==> config.mk <==
export PLATFORM = sky130hd
export DESIGN_NAME = lamp_fade_pwm
export DESIGN_NICKNAME = d
export VERILOG_FILES = /design/src/rtl/lamp_pkg.sv /design/src/rtl/pwm_gen.sv /design/src/rtl/lamp_fade_pwm.sv
export SDC_FILE = /design/constraint.sdc
export NUM_CORES = 1
export LEC_CHECK = 0
export ABC_CLOCK_PERIOD_IN_PS = 1280
export CORE_AREA = 2 2 39 41
export CTS_CLUSTER_SIZE = 10
export DETAILED_ROUTE_END_ITERATION = 6
export DIE_AREA = 0 0 41 43
export HOLD_SLACK_MARGIN = 0.05
export SYNTH_ARGS = -nofsm -noshare
export SYNTH_HDL_FRONTEND = slang
export SYNTH_SLANG_ARGS = --single-unit
==> constraint.sdc <==
create_clock -name clk -period 1.28 [get_ports clk]
set_input_delay 0.384 -clock clk [delete_from_list [all_inputs] [get_ports clk]]
set_output_delay 0.384 -clock clk [all_outputs]
set_load 0.05 [all_outputs]
==> src/rtl/lamp_pkg.sv <==
// Shared types and helpers for the lamp PWM output stage.
// Fade behaviour is selected by the LAMP_FADE_EN macro.
package lamp_pkg;

  typedef enum logic [1:0] {
    OFF,
    FADE_IN,
    ON,
    FADE_OUT
  } lamp_state_t;

  function automatic int max_level(int bits);
    return (1 << bits) - 1;
  endfunction

endpackage

==> src/rtl/pwm_gen.sv <==
// Free-running PWM counter and registered comparator.
// Full and zero levels are forced so the lamp never glitches at the ends.
module pwm_gen
  import lamp_pkg::*;
#(
  parameter int PWM_BITS = 8
) (
  input  logic                clk,
  input  logic                rst,
  input  logic [PWM_BITS-1:0] level,
  output logic                pwm_out
);

  localparam logic [PWM_BITS-1:0] MAX =
    PWM_BITS'(max_level(PWM_BITS));

  logic [PWM_BITS-1:0] pwm_cnt;

  always_ff @(posedge clk or negedge rst) begin
    if (!rst) begin
      pwm_cnt <= '0;
      pwm_out <= 1'b0;
    end else begin
      pwm_cnt <= pwm_cnt + 1'b1;
      if (level == MAX)
        pwm_out <= 1'b1;
      else if (level == '0)
        pwm_out <= 1'b0;
      else
        pwm_out <= (pwm_cnt < level);
    end
  end

endmodule

==> src/rtl/lamp_fade_pwm.sv <==
// Lamp driver: soft fade FSM plus PWM output.
// Define LAMP_FADE_EN for linear fades; otherwise the lamp switches hard.
module lamp_fade_pwm
  import lamp_pkg::*;
#(
  parameter int PWM_BITS     = 8,
  parameter int FADE_STEP_MS = 4
) (
  input  logic                clk,
  input  logic                rst,
  input  logic                tick_1khz,
  input  logic                saida,
  output logic                pwm_out,
  output logic [PWM_BITS-1:0] level,
  output logic                busy
);

  localparam logic [PWM_BITS-1:0] MAX =
    PWM_BITS'(max_level(PWM_BITS));

`ifdef LAMP_FADE_EN
  localparam int SW =
    (FADE_STEP_MS > 1) ? $clog2(FADE_STEP_MS) : 1;
  localparam logic [SW-1:0] LAST =
    SW'(FADE_STEP_MS - 1);

  lamp_state_t   state;
  logic [SW-1:0] step;

  // A reversal keeps the current level; only the step phase restarts.
  always_ff @(posedge clk or negedge rst) begin
    if (!rst) begin
      state <= OFF;
      level <= '0;
      step  <= '0;
    end else begin
      unique case (state)
        OFF: begin
          if (saida) begin
            state <= FADE_IN;
            step  <= '0;
          end
        end
        FADE_IN: begin
          if (!saida) begin
            state <= FADE_OUT;
            step  <= '0;
          end else if (level == MAX) begin
            state <= ON;
            step  <= '0;
          end else if (tick_1khz) begin
            if (step == LAST) begin
              step  <= '0;
              level <= level + 1'b1;
            end else begin
              step <= step + 1'b1;
            end
          end
        end
        ON: begin
          if (!saida) begin
            state <= FADE_OUT;
            step  <= '0;
          end
        end
        FADE_OUT: begin
          if (saida) begin
            state <= FADE_IN;
            step  <= '0;
          end else if (level == '0) begin
            state <= OFF;
            step  <= '0;
          end else if (tick_1khz) begin
            if (step == LAST) begin
              step  <= '0;
              level <= level - 1'b1;
            end else begin
              step <= step + 1'b1;
            end
          end
        end
        default: begin
          state <= OFF;
          level <= '0;
          step  <= '0;
        end
      endcase
    end
  end

  assign busy = (state == FADE_IN) ||
                (state == FADE_OUT);
`else
  always_ff @(posedge clk or negedge rst) begin
    if (!rst)
      level <= '0;
    else
      level <= saida ? MAX : '0;
  end

  assign busy = 1'b0;
`endif

  pwm_gen #(
    .PWM_BITS(PWM_BITS)
  ) u_pwm (
    .clk    (clk),
    .rst    (rst),
    .level  (level),
    .pwm_out(pwm_out)
  );

endmodule
==> metrics.md <==
| Metric | Value |
|---|---|
| Outcome | `finished with violations` |
| Failing checks | `negative setup slack` |
| Async SR Flop Fraction | `100%` |
| Antenna-violating nets left | `0` |
| Io pins | `14` |
| Layout cell share with drive strength beyond 1 | `72.2%` |
| Design area | `304 um^2` |
| Warnings from Yosys | `0` |
| Tmin final | `1.38 ns` |
| Mean Syn Cell Area | `9.80 um^2` |
| Pwr dens | `1190 nW/um^2` |
| Largest cells by area after synthesis | `buf_4, dfrtp_1, clkbuf_1, conb_1` |
| Register area | `53.8 um^2` |
| GR Util All Layers | `3.32%` |
| Post-synth EDFFs | `0` |
| Via count | `87` |
| Port Buffers | `11` |
| Top FF cell, synth | `dfrtp_1` |
| Synthesized flop and latch total | `2` |
| Synthesized area | `118 um^2` |
| Fill cell count | `137` |
| Leading area contributor after synthesis | `buf_4` |
| Antenna fix cells | `0` |
| Internal Power | `0.243 mW` |
| Unrepaired setup endpoints after global routing | `true` |
| H-tree levels | `1` |
| CTS Sinks | `2` |
| Seq/Total Area, Yosys | `42.6%` |
| Vias in the first global route | `87` |
| CP Class | `reg -> out` |
| CP arrival | `1.00 ns` |
| Synth cell count leaders | `buf_4, dfrtp_1, clkbuf_1, conb_1` |
| Flop pwr share | `22.2%` |
| Clock root buffer | `clkbuf_4` |
| Fmax | `0.723 GHz` |
| Largest net degree at the start of global routing | `10` |
| Synthesis-to-finish area growth | `159%` |
| Worst path max stage delay | `0.58 ns` |
| Setup ws final | `-0.104 ns` |
| Post-Syn Nets | `16` |
| Buffer depth of the longest clock path | `2` |
| Wire per inst | `5.59 um` |
| Crit-path cells | `buf_12` |
| Setup TNS Final | `-0.828 ns` |
| GPL Wtd Cong | `0.519` |
| Total overflow reported by the global router | `0` |
| TritonRoute pass-1 iters | `2` |
| Post-route DRC | `0` |
| Worst Path Max Fanout | `9` |
| Total chip power | `0.361 mW` |
| Final net count | `23` |
| Worst endpoint required time | `0.90 ns` |
| Multi-input logic area | `3.75 um^2` |
| Setup violations, final | `8` |
| Via density | `2.56` |
| CP max stage cell | `dfrtp_4` |
| Core Region | `1380 um^2` |
| Rows | `14` |
| Clock-pin slew on the worst setup and hold paths | `0.03 ns` |
| Cell variety after synth | `4` |
| Number of hold buffers added after cts | `0` |
| P_leak | `0.133 nW` |
| Pre-CTS WS | `0.0977 ns` |
| Postcts setup bufs | `0` |
| Area share of the largest cell type after synthesis | `51.1%` |
| Num CTS Buffers | `3` |
| Max VDD drop | `0.000420 V` |
| Clk Latency, worst-skew pair | `0.23 ns` |
| Number of max-cap violations | `0` |
| Initial antenna violation count | `0` |
| Initial DRC count | `1` |
| Starting Density | `8.50%` |
| Clk_skew | `0.00480 ns` |
| Drt total wl | `190 um` |
| Syn Inst Count | `12` |
| Final Cycle Share | `108%` |
| R2R Setup Slk | `0.53 ns` |
| CP endpoint kind | `output port` |
| Comb pwr share | `34.5%` |
| Slew Limit Fails | `0` |
| CTS tree | `done` |
| Dominant cell by count in the synthesized netlist | `buf_4` |
| Switching Power | `0.118 mW` |
| DIE AREA | `1760 um^2` |
| Global-route wire length before repair | `303 um` |
| Final hold viol count | `0` |
| Non-Filler Instances | `34` |
| Startpoint Class | `flop` |
| Post-DP Area | `275 um^2` |
| Die Y | `43 um` |
| Top delay family on crit path | `flip-flops` |
| Placed Cells | `30` |
| Clk network pwr share | `43.3%` |
| Hold Crit Class | `in -> async` |
| Die width | `41 um` |
| Sw frac | `32.7%` |
| Crit path buffers/inverters | `1` |
what timing repair did:
| action | 4_1_cts | 5_1_grt |
|---|---|---|
| cloned | 0 | 0 |
| setup endpoints to repair | 8 | 8 |
| pin swaps | 0 | 0 |
| gates resized for setup | 1 | 0 |
per-stage QoR:
step	hold slack, ns	util (%)
final	0.318	22.0
after global routing	0.317	22.0
after CTS	0.309	22.0
after detailed placement	0.559	19.9
after global placement	0.556	19.9
after floorplan	0.0884	-
path summary, 6_finish.rpt:
| path | start | to | cells after the start |
|---|---|---|---|
| hold reg to reg | level[6]$_DFF_PN0_ | u_pwm.pwm_out$_DFF_PN0_ | 0 |
| hold / removal | rst | level[6]$_DFF_PN0_ | 1 |
| min in group clk | saida | level[6]$_DFF_PN0_ | 1 |
| max in group asynchronous | rst | level[6]$_DFF_PN0_ | 1 |
| setup / recovery | level[6]$_DFF_PN0_ | level[5] | 1 |
| setup reg to reg | level[6]$_DFF_PN0_ | u_pwm.pwm_out$_DFF_PN0_ | 0 |
final cells by class:
class	count	area share, %
Clock buffer	4	8.64
Multi-Input combinational cell	1	1.23
Tap cell	16	6.58
Sequential cell	2	17.7
Timing Repair Buffer	11	65.8
per-layer routing:
layer | GRT usage (%) | vias up | wire length (um)
met5 | 0 | - | 0
met4 | 6.00 | 0 | 0
met1 | 1.61 | 37 | 59
li1 | - | 37 | -
met3 | 3.66 | 0 | 49
met2 | 3.75 | 13 | 82
power groups by stage:
stage               clock [mW]  combinational [mW]  sequential (mW)
CTS                      0.168               0.125           0.0803
floorplan                    0              0.0678           0.0830
global route             0.172               0.129           0.0807
detailed placement           0               0.125           0.0802
global placement             0               0.125           0.0800
finish                   0.157               0.125           0.0801
kinds of logic (layout without fill, tap and decap cells):
logic type	count (synthesis)	in the layout	share of synthesized area, %
other cells	1	1	3.19
flops	2	2	42.6
buf+inv	9	15	54.3
placed cells by master (no fill, tap or decap):
cell,Yosys,final
dfrtp_1,2,1
clkbuf_1,1,1
clkbuf_4,0,3
buf_12,0,9
clkdlybuf4s50_1,0,2
dfrtp_4,0,1
conb_1,1,1
sequential cells by signal, indices dropped and copies added (netlist names):
name and count:
level 1, u_pwm.pwm_out 1
Note: power is estimated with default switching activity, not from simulation.
